<file path="config.mk">
export PLATFORM = sky130hd
export DESIGN_NAME = booth_r8_frozen_enc
export DESIGN_NICKNAME = d
export VERILOG_FILES = /design/src/rtl/booth_r8_frozen_enc.sv
export SDC_FILE = /design/constraint.sdc
export NUM_CORES = 1
export LEC_CHECK = 0
export ABC_AREA = 1
export CAP_MARGIN = 20
export CORE_ASPECT_RATIO = 1.1
export CORE_MARGIN = 1
export CORE_UTILIZATION = 55
export DETAILED_ROUTE_END_ITERATION = 10
export PLACE_DENSITY = 0.79
export SLEW_MARGIN = 30
export SYNTH_ARGS = -nofsm -noshare
export SYNTH_HDL_FRONTEND = slang
export SYNTH_SLANG_ARGS = --single-unit
</file>
<file path="constraint.sdc">
create_clock -name CLK -period 3.4 [get_ports CLK]
set_input_delay 0.68 -clock CLK [delete_from_list [all_inputs] [get_ports CLK]]
set_output_delay 0.68 -clock CLK [all_outputs]
set_load 0.01 [all_outputs]
</file>
<file path="src/rtl/booth_r8_frozen_enc.sv">
// rtl/booth_r8_frozen_enc.sv - radix-8 Booth operand encoder with frozen, atomically committed outputs
module booth_r8_frozen_enc #(
  parameter int WIDTH  = 16,
  parameter int GROUPS = (WIDTH >> 2) + 2
) (
  input  logic              CLK,
  input  logic              RST,
  input  logic              clr,
  input  logic              load_valid,
  output logic              load_ready,
  input  logic [WIDTH-1:0]  x,
  input  logic [WIDTH-1:0]  y,
  output logic [GROUPS-1:0] s,
  output logic [GROUPS-1:0] d,
  output logic [GROUPS-1:0] t,
  output logic [GROUPS-1:0] q,
  output logic [GROUPS-1:0] n,
  output logic [WIDTH-1:0]  my,
  output logic [WIDTH+1:0]  tmy,
  output logic              enc_valid,
  output logic              enc_upd
);

  localparam logic [1:0] ST_IDLE   = 2'd0;
  localparam logic [1:0] ST_ENC    = 2'd1;
  localparam logic [1:0] ST_COMMIT = 2'd2;

  localparam int GW  = (GROUPS > 1) ? $clog2(GROUPS) : 1;
  // x extended with x[-1]=0 below and sign copies above, so every group has a full 4-bit window
  localparam int XEW = 3 * GROUPS + 1;
  localparam logic [GW-1:0] G_LAST = GW'(GROUPS - 1);

  logic [1:0]        state_q, state_d;
  logic [GW-1:0]     g_q, g_d;
  logic [WIDTH-1:0]  xs_q, xs_d;
  logic [WIDTH-1:0]  ys_q, ys_d;
  logic [GROUPS-1:0] sh_s_q, sh_s_d, sh_d_q, sh_d_d, sh_t_q, sh_t_d;
  logic [GROUPS-1:0] sh_q_q, sh_q_d, sh_n_q, sh_n_d;
  logic [GROUPS-1:0] s_q, s_d, d_q, d_d, t_q, t_d, q_q, q_d, n_q, n_d;
  logic [WIDTH-1:0]  my_q, my_d;
  logic [WIDTH+1:0]  tmy_q, tmy_d;
  logic              enc_valid_q, enc_valid_d;
  logic              enc_upd_q, enc_upd_d;

  logic [XEW-1:0]    xe;
  logic [3:0]        win;
  logic              dig_s, dig_d, dig_t, dig_q, dig_n;
  logic [WIDTH+1:0]  y_ext;
  logic [WIDTH+1:0]  tmy_calc;

  assign load_ready = RST & (state_q == ST_IDLE) & ~clr;

  assign s         = s_q;
  assign d         = d_q;
  assign t         = t_q;
  assign q         = q_q;
  assign n         = n_q;
  assign my        = my_q;
  assign tmy       = tmy_q;
  assign enc_valid = enc_valid_q;
  assign enc_upd   = enc_upd_q;

  assign xe       = {{(XEW - WIDTH - 1){xs_q[WIDTH-1]}}, xs_q, 1'b0};
  assign y_ext    = {{2{ys_q[WIDTH-1]}}, ys_q};
  assign tmy_calc = y_ext + {y_ext[WIDTH:0], 1'b0};

  // Select the 4-bit window of the group currently being encoded
  always_comb begin
    win = 4'b0000;
    for (int k = 0; k < GROUPS; k++) begin
      if (g_q == k[GW-1:0]) win = xe[3*k +: 4];
    end
  end

  // Window to one-hot magnitude plus sign; 0000 and 1111 both encode zero
  always_comb begin
    dig_s = 1'b0;
    dig_d = 1'b0;
    dig_t = 1'b0;
    dig_q = 1'b0;
    dig_n = 1'b0;
    case (win)
      4'b0001, 4'b0010: dig_s = 1'b1;
      4'b0011, 4'b0100: dig_d = 1'b1;
      4'b0101, 4'b0110: dig_t = 1'b1;
      4'b0111:          dig_q = 1'b1;
      4'b1000:          begin dig_q = 1'b1; dig_n = 1'b1; end
      4'b1001, 4'b1010: begin dig_t = 1'b1; dig_n = 1'b1; end
      4'b1011, 4'b1100: begin dig_d = 1'b1; dig_n = 1'b1; end
      4'b1101, 4'b1110: begin dig_s = 1'b1; dig_n = 1'b1; end
      default: ;
    endcase
  end

  // Control FSM: capture, walk the groups into the shadow, then commit everything in one edge
  always_comb begin
    state_d     = state_q;
    g_d         = g_q;
    xs_d        = xs_q;
    ys_d        = ys_q;
    sh_s_d      = sh_s_q;
    sh_d_d      = sh_d_q;
    sh_t_d      = sh_t_q;
    sh_q_d      = sh_q_q;
    sh_n_d      = sh_n_q;
    s_d         = s_q;
    d_d         = d_q;
    t_d         = t_q;
    q_d         = q_q;
    n_d         = n_q;
    my_d        = my_q;
    tmy_d       = tmy_q;
    enc_valid_d = enc_valid_q;
    enc_upd_d   = 1'b0;

    if (clr) begin
      state_d     = ST_IDLE;
      g_d         = '0;
      xs_d        = '0;
      ys_d        = '0;
      sh_s_d      = '0;
      sh_d_d      = '0;
      sh_t_d      = '0;
      sh_q_d      = '0;
      sh_n_d      = '0;
      s_d         = '0;
      d_d         = '0;
      t_d         = '0;
      q_d         = '0;
      n_d         = '0;
      my_d        = '0;
      tmy_d       = '0;
      enc_valid_d = 1'b0;
    end else begin
      case (state_q)
        ST_IDLE: begin
          if (load_valid) begin
            xs_d    = x;
            ys_d    = y;
            g_d     = '0;
            sh_s_d  = '0;
            sh_d_d  = '0;
            sh_t_d  = '0;
            sh_q_d  = '0;
            sh_n_d  = '0;
            state_d = ST_ENC;
          end
        end
        ST_ENC: begin
          for (int k = 0; k < GROUPS; k++) begin
            if (g_q == k[GW-1:0]) begin
              sh_s_d[k] = dig_s;
              sh_d_d[k] = dig_d;
              sh_t_d[k] = dig_t;
              sh_q_d[k] = dig_q;
              sh_n_d[k] = dig_n;
            end
          end
          if (g_q == G_LAST) begin
            g_d     = '0;
            state_d = ST_COMMIT;
          end else begin
            g_d = g_q + 1'b1;
          end
        end
        ST_COMMIT: begin
          s_d         = sh_s_q;
          d_d         = sh_d_q;
          t_d         = sh_t_q;
          q_d         = sh_q_q;
          n_d         = sh_n_q;
          my_d        = ys_q;
          tmy_d       = tmy_calc;
          enc_valid_d = 1'b1;
          enc_upd_d   = 1'b1;
          state_d     = ST_IDLE;
        end
        default: begin
          state_d = ST_IDLE;
          g_d     = '0;
        end
      endcase
    end
  end

  // State and output registers, cleared asynchronously
  always_ff @(posedge CLK or negedge RST) begin
    if (!RST) begin
      state_q     <= ST_IDLE;
      g_q         <= '0;
      xs_q        <= '0;
      ys_q        <= '0;
      sh_s_q      <= '0;
      sh_d_q      <= '0;
      sh_t_q      <= '0;
      sh_q_q      <= '0;
      sh_n_q      <= '0;
      s_q         <= '0;
      d_q         <= '0;
      t_q         <= '0;
      q_q         <= '0;
      n_q         <= '0;
      my_q        <= '0;
      tmy_q       <= '0;
      enc_valid_q <= 1'b0;
      enc_upd_q   <= 1'b0;
    end else begin
      state_q     <= state_d;
      g_q         <= g_d;
      xs_q        <= xs_d;
      ys_q        <= ys_d;
      sh_s_q      <= sh_s_d;
      sh_d_q      <= sh_d_d;
      sh_t_q      <= sh_t_d;
      sh_q_q      <= sh_q_d;
      sh_n_q      <= sh_n_d;
      s_q         <= s_d;
      d_q         <= d_d;
      t_q         <= t_d;
      q_q         <= q_d;
      n_q         <= n_d;
      my_q        <= my_d;
      tmy_q       <= tmy_d;
      enc_valid_q <= enc_valid_d;
      enc_upd_q   <= enc_upd_d;
    end
  end

endmodule

</file>
Word-level counts from Yosys, hierarchy flattened:

Cells that the tools add are included.

* bits in registers: 133
* bits in latches: 0
* memory bits (writable): 0
* ROM bits: 0
* input port bits: 36
* output and inout bits: 67
* logic and storage cells: 181
* memories: 0

* $add $sub $neg: 2
* multiply operators: 0
* div/mod/pow operators: 0
* magnitude comparators: 0
* equal/unequal tests: 29
* shift-type cells: 0
* mux-type cells: 84
* bitwise operators: 3
* reduce and logical (&&, ||, !) cells: 20

Operator list (number)
* $mux 16: 8
* $mux 6: 16
* $pmux 6 s2: 5
* $mux 1: 39
* $mux 18: 2
* $eq 4x4->1 const B: 7
* $mux 4: 6
* $ne 3x3->1 const B: 7
* $add 16x17->18: 1
* $reduce_and 3->1: 6
* $eq 4x3->1 const B: 4
* $reduce_or 4->1: 3
* $mux 3: 3
* $pmux 3 s3: 1
* $eq 4x2->1 const B: 2
* $reduce_or 7->1: 1
* $eq 3x2->1 const B: 2
* $eq 3x3->1 const B: 2
* $mux 2: 3
* $reduce_and 2->1: 3
* $reduce_bool 2->1: 3
* $eq 4x1->1 const B: 1
* $pmux 2 s2: 1
* $add 3x1->3 const B: 1
* other kinds (10): 11

Longest topological paths before layout:

Gate-level depths: netlist of the first run.

* depth in word-level cells: 13
* depth in mapped cells: 16
* mapped depth without buffers: 15

Least setup slack after synthesis of the first run:

No wires, ideal clock.

* path kind: register to register
* start: reg ys_q[1]
* end: reg tmy_q[11] (netlist: tmy[11])
* library setup time: 83 ps
* arrival: 1863 ps
* data required time: 3317 ps
* setup slack: 1455 ps
* stages on the path, launching flop included: 12
* path buffers: 0
* period minus slack after synthesis: 1945 ps
* cells stage by stage: dfrtp_1 ha_1 fa_1 nand3_1 nand2_1 a21boi_0 o21ai_0 nand3_1 nand2_1 nand2_1 nand2_1 o21ai_0

* longest elaborated chain between the ends: 3

Ends and longest elaborated chain
* start: declaration: line 36 `logic [WIDTH-1:0] ys_q, ys_d;`
* start signal: assignment: line 211 `ys_q <= ys_d;`
* $add 16x17->18: line 65 `assign tmy_calc = y_ext + {y_ext[WIDTH:0], 1'b0};`
* $mux 18: line 135 `case (state_q)`
* $mux 18: line 116 `if (clr) begin`
* end signal: assignment: line 223 `tmy_q <= tmy_d;`
* end: declaration: line 41 `logic [WIDTH+1:0] tmy_q, tmy_d;`

No other way between the ends. The select of a mux whose other input is x is not followed.
A chain may end at the register's enable or synchronous reset.

Worst setup path after layout of the first run:

* start: in clr
* end: out load_ready

* longest elaborated chain between the ends: 2

Ends and longest elaborated chain
* start: declaration: line 8 `input logic clr,`
* $not 1->1: line 51 `assign load_ready = RST & (state_q == ST_IDLE) & ~clr;`
* $and 1x1->1: line 51
* end: declaration: line 10 `output logic load_ready,`

No other way between the ends.

==> flow_summary_export.csv, run 1 <==
group,metric,value,unit
finish,fill_cells,784,
finish,nNetsFinal,834,
timing,max_clock_freq,360,MHz
clock_tree,cts-hold-fix-buffers,0,
global_routing,grt_pass1_vias,4995,
floorplanning,core_area,0.0105,mm2
clock_tree,post-cts-setup-buffer-count,0,
finish,multiInputGateArea,0.00231,mm2
worst_setup_path,crit_family,"buffers and inverters",
yosys,syn_inst,678,
worst_setup_path,endpoint_kind,"output pin",
clock_tree,insertion_delay,0.41,ns
floorplanning,die_x,102,um
detailed_routing,drc_errors,0,
worst_setup_path,path_buf_inv,3,
finish,utilization,74.3,%
clock_tree,clkTransAtPathRegs,0.06,ns
timing,drv_slew,0,
yosys,synth_seq_cells,131,
timing,worst_pin_slew,0.703,ns
yosys,syn_area_per_cell,8.84,um2
detailed_routing,drtIter0Drc,388,
timing,finalCriticalPeriod,2.78,ns
finish,area_delta_synth_final,30.0,%
floorplanning,io_pins,103,
timing,setup-tns-final,0,ns
place,port_buffers,102,
timing,fin_crit_sh,81.8,%
yosys,syn_nets,731,
yosys,synth_warnings,0,
detailed_routing,avgRoutedWirePerCell,15.9,um
worst_setup_path,startpoint_type,"input port",
place,hpwl,10300,um
global_routing,antenna_found_initial,0,
global_routing,grt_max_degree,77,
timing,finalClockSkew,0.00744,ns
floorplanning,die_h,111,um
yosys,ys.flop_type,"dfrtp_1",
flow_run,maxCapViolations,0,
clock_tree,numClockSinks,131,
finish,final_layout_size_suffix_gt1_share,7.19,%
worst_setup_path,cp_max_fo,3,
worst_setup_path,crit_arrival,2.10,ns
global_routing,grt_pass1_wl,24500,um
worst_setup_path,r2r_slack,1.09,ns
worst_setup_path,slowest_delay,0.55,ns
pwr,power_leakage,0.00386,uW
yosys,synth-edff-count,0,
floorplanning,num_rows,39,
clock_tree,cts_tree,"yes",
clock_tree,cts_root_buf,"clkbuf_16",
worst_setup_path,rr_endpoint,"tmy[11]$_DFFE_PN0P_",
detailed_routing,drt-vias-per-instance,5.56,
worst_setup_path,path_cells,"clkdlybuf4s50_1, inv_1, nand2_1, nor2_1, clkdlybuf4s50_1",
yosys,syn_area,0.00599,mm2
worst_setup_path,cp_common_cell,"clkdlybuf4s50_1",
clock_tree,ctsResizeCount,0,
status,status,"completed",
timing,slew_headroom,52.7,%
clock_tree,cts_buffers,17,
detailed_routing,wl,14800,um
floorplanning,floorplan.initialDensity,57.1,%
timing,hold_viol,0,
yosys,ys_seq_area_share,54.7,%
detailed_routing,vias,5202,
finish,seq_area,0.00328,mm2
worst_setup_path,crit_required,2.72,ns
finish,diodes,0,
yosys,synth_cell_types,29,
pwr,p_per_area,512,mW/mm2
worst_setup_path,reg2reg_depth,11,
pwr,ir_drop,0.000357,V
pwr,fin_total_pwr,3990,uW
yosys,async_reset_ff_share,100,%
worst_setup_path,slowest_stage,"clkdlybuf4s50_1",
timing,grt_setup_unrepaired,"no",
floorplanning,die_area,0.0113,mm2
timing,setup_viol,0,
worst_hold_path,hold_class,"input port to asynchronous set/reset pin",
global_routing,track_usage,28.3,%
detailed_routing,firstDrtPassIters,5,
detailed_routing,antenna_left,0,
worst_setup_path,path_class,"input port to output pin",
worst_setup_path,reg2reg_from,"ys_q[1]$_DFFE_PN0P_",
clock_tree,h-tree-depth,4,
global_routing,grt.overflow.total,0,
clock_tree,clock_tree.buffer_depth,2,
place,gp_congestion,0.907,
## cells in the mapped netlist, types with 2 or more instances
cell        n  share of area (%)
nand2_2     2               0.21
nand2_1   167                 10
nor2_2      3               0.31
a21boi_0    2               0.25
a21oi_1    32                2.7
inv_1      70                4.4
clkbuf_1   18                1.1
nor2_4      3               0.56
xnor2_1     3               0.44
nand4_1    11                1.1
buf_1       3               0.19
nor3_1      3               0.25
nand3_1    61                5.1
ha_1       16                3.3
o31ai_1     5               0.63
a21o_1      3               0.38
inv_2       6               0.38
nor2_1     26                1.6
a22o_1     29                4.2
o22ai_1     2               0.21
o21ai_0    70                5.8
buf_2       3               0.25
buf_4       4               0.50
dfrtp_1   131                 55
## layout by cell type (no fill, tap or decap), drive strengths merged, types with 11 or more instances in the layout
| master | count |
|---|---|
| nand2 | 169 |
| a22o | 29 |
| nor2 | 32 |
| clkdlybuf4s50 | 101 |
| o21ai | 70 |
| dfrtp | 131 |
| buf | 11 |
| nand3 | 61 |
| a21oi | 33 |
| nand4 | 11 |
| inv | 79 |
| ha | 16 |
| clkbuf | 19 |
## per-layer routing
layer  global-route usage (%)  part of all wire [%]  up-vias
li1                         -                     -     2457
met1                     38.5                    44     2538
met2                     45.4                    49      176
met3                     5.34                   4.6       31
met4                     10.0                   2.0        0
met5                        0                     0        -
## worst register-to-register path, stage by stage (launching register included)
cell,delay (ns)
dfrtp_1,0.44
ha_1,0.26
fa_1,0.41
nand3_1,0.09
nand2_1,0.11
a21boi_0,0.26
o21ai_0,0.22
nand3_1,0.12
nand2_1,0.06
nand2_1,0.07
nand2_1,0.05
o21ai_0,0.14
## metrics by stage
step | cell area [um2] | hold WS [ns] | instances | setup slack, ns
floorplan | 5990 | 0.384 | 678 | 1.45
global placement | 7170 | 0.461 | 905 | 0.652
detailed placement | 7170 | 0.465 | 905 | 0.576
CTS | 7790 | 0.421 | 936 | 0.642
global route | 7790 | 0.455 | 936 | 0.573
finish | 7790 | 0.396 | 936 | 0.619
## logic make-up after synthesis
kind of cell	count (synthesis)	share of synthesized area [%]
AOI/OAI and AO/OA	145	14.5
and+or+nand+nor	276	19.7
xor gates and xnor gates	4	0.585
buffers and inverters	105	6.89
DFF	131	54.7
adders and majority gates	17	3.67
## flip-flops by register name, summed over array words and instances (netlist names), 2 cells and up
signal / count
d: 6
g_q: 3
my: 16
n: 6
q: 6
s: 6
sh_d_q: 6
sh_n_q: 6
sh_q_q: 6
sh_s_q: 6
sh_t_q: 6
state_q: 2
t: 6
tmy: 16
xs_q: 16
ys_q: 16
## where the power goes
part / leakage [uW] / switching [uW] / internal [uW]
combinational: 0.00176 / 268 / 146
sequential: 0.00180 / 45.9 / 1610
clock: 0.000304 / 677 / 1250
total: 0.00386 / 991 / 3000
## final cells by class
type,count,area share (%)
inverters,77,3.71
multi-input cells,442,29.7
well taps,143,2.30
flip-flops and latches,131,42.1
clock buffers,19,5.68
repair buffers,112,14.2
clock inverters,12,2.28
## worst max-delay path by stage
stage / start / endpoint / slack [ns] / depth (start not counted)
global route: clr / load_ready / 0.57 / 5
global placement: clr / sh_t_q[3]$_DFFE_PN0P_ / 0.65 / 9
finish: clr / load_ready / 0.62 / 5
floorplan: ys_q[1]$_DFFE_PN0P_ / tmy[11]$_DFFE_PN0P_ / 1.45 / 11
detailed placement: clr / sh_s_q[2]$_DFFE_PN0P_ / 0.58 / 9
CTS: clr / load_ready / 0.64 / 5
Note: power is estimated with default switching activity, not from simulation.
==> inputs of run 2 (changes only) <==
- CORE_UTILIZATION: 55 -> 53
- PLACE_DENSITY: 0.79 -> 0.77
- clock period: 3.4 -> 2.88 ns (I/O delays scaled with it)
==> flow_summary_export.csv, run 2 (synthesis results as in run 1) <==
group,metric,value,unit
status,status,"completed",
worst_setup_path,endpoint_kind,"output pin",
finish,area_delta_synth_final,30.3,%
detailed_routing,met3WireLength,788,um
worst_hold_path,hold_class,"input port to asynchronous set/reset pin",
timing,hold_viol,0,
floorplanning,die_area,0.0117,mm2
timing,drv_slew,0,
floorplanning,num_rows,40,
clock_tree,cts_buffers,17,
worst_setup_path,slowest_delay,0.55,ns
finish,final_common_cell,"nand2_1",
global_routing,grt_max_degree,132,
finish,fill_cells,791,
finish,final_layout_size_suffix_gt1_share,7.43,%
clock_tree,cts-hold-fix-buffers,0,
clock_tree,numClockSinks,131,
timing,fin_crit_sh,89.3,%
clock_tree,h-tree-depth,4,
timing,slew_headroom,50.6,%
worst_setup_path,slowest_stage,"clkdlybuf4s50_1",
timing,finalClockSkew,0.00671,ns
place,port_buffers,102,
timing,worst_pin_slew,0.734,ns
timing,setup_viol,0,
detailed_routing,drtIter0Drc,341,
pwr,power_leakage,0.00386,uW
place,gp_congestion,0.935,
finish,final_cell_mix,"nand2_1 (167), dfrtp_1 (131), clkdlybuf4s50_1 (101)",
clock_tree,ctsResizeCount,0,
clock_tree,cts_tree,"yes",
detailed_routing,wl,14600,um
detailed_routing,vias,5150,
clock_tree,clock_tree.buffer_depth,2,
floorplanning,die_h,114,um
global_routing,grt.overflow.total,0,
finish,nNetsFinal,835,
pwr,ir_drop,0.000505,V
floorplanning,die_x,103,um
detailed_routing,drt-vias-per-instance,5.47,
clock_tree,post-cts-setup-buffer-count,0,
detailed_routing,routedLengthMet1,6440,um
global_routing,antenna_found_initial,0,
timing,hold_slack,0.280,ns
detailed_routing,firstDrtPassIters,6,
worst_setup_path,worstSetupStartpoint,"clr",
clock_tree,cts_root_buf,"clkbuf_16",
global_routing,grt_pass1_wl,24300,um
place,hpwl,10200,um
worst_setup_path,reg2reg_from,"ys_q[1]$_DFFE_PN0P_",
global_routing,grt_pass1_vias,4999,
floorplanning,floorplan.initialDensity,54.7,%
detailed_routing,antenna_left,0,
pwr,p_per_area,593,mW/mm2
finish,diodes,0,
worst_setup_path,crit_arrival,2.00,ns
timing,grt_setup_unrepaired,"no",
worst_setup_path,cp_common_cell,"clkdlybuf4s50_1",
flow_run,maxCapViolations,0,
worst_setup_path,path_class,"input port to output pin",
timing,setup-tns-final,0,ns
floorplanning,io_pins,103,
detailed_routing,drc_errors,0,
global_routing,track_usage,26.9,%
worst_setup_path,path_cells,"clkdlybuf4s50_1, inv_1, nand2_1, nor2_1, clkdlybuf4s50_1",
worst_setup_path,crit_required,2.30,ns
detailed_routing,highest_layer,"met4",
clock_tree,clkTransAtPathRegs,0.06,ns
timing,max_clock_freq,389,MHz
floorplanning,core_area,0.0110,mm2
detailed_routing,avgRoutedWirePerCell,15.5,um
timing,finalCriticalPeriod,2.57,ns
clock_tree,insertion_delay,0.40,ns
worst_setup_path,startpoint_type,"input port",
worst_setup_path,cp_max_fo,5,
detailed_routing,wl_met2,7090,um
==> run 2: path summary, 6_finish.rpt <==
path | endpoint | slack [ns] | cells past startpoint
worst max-delay path | load_ready | 0.31 | 5
worst min-delay path | my[13]$_DFFE_PN0P_ | 0.28 | 2
worst max register to register | tmy[11]$_DFFE_PN0P_ | 0.65 | 11
worst min register to register | tmy[8]$_DFFE_PN0P_ | 0.47 | 2
max in group asynchronous | q[3]$_DFFE_PN0P_ | 2.09 | 2
min in group CLK | tmy[8]$_DFFE_PN0P_ | 0.47 | 2
==> run 2: layer usage <==
layer | vias up | global-route usage (%)
li1 | 2464 | -
met1 | 2472 | 37.0
met2 | 195 | 42.6
met3 | 19 | 5.15
met4 | 0 | 9.39
met5 | - | 0
==> run 2: per-stage QoR <==
stage               setup slack [ns]  power [uW]  area, um2  util, %  std cells
detailed placement             0.296        2480       7200     65.7        910
global placement               0.317        2460       7200     65.7        910
finish                         0.307        4630       7810     71.3        941
global route                   0.223        4820       7810     71.3        941
floorplan                      0.935        2260       5990        -        678
CTS                            0.311        4660       7810     71.3        941
==> run 2: critical path: cells and delay by family <==
kind	cells	cell delay [ns]
buf+inv	3	1.18
simple gates	2	0.23
==> run 2: layout make-up <==
type	instances	area, um2	share of cell area, %
Clock buffer	19	453	5.80
Clock inverter	12	156	2.00
Inverter	77	289	3.70
Multi-Input combinational cell	442	2310	29.6
Sequential cell	131	3280	42.0
Tap cell	147	184	2.35
Timing Repair Buffer	113	1140	14.6
==> run 2: power breakdown <==
group / internal, uW / switching (uW)
combinational: 179 / 316
clock: 1400 / 782
sequential: 1900 / 52.8
total: 3480 / 1150
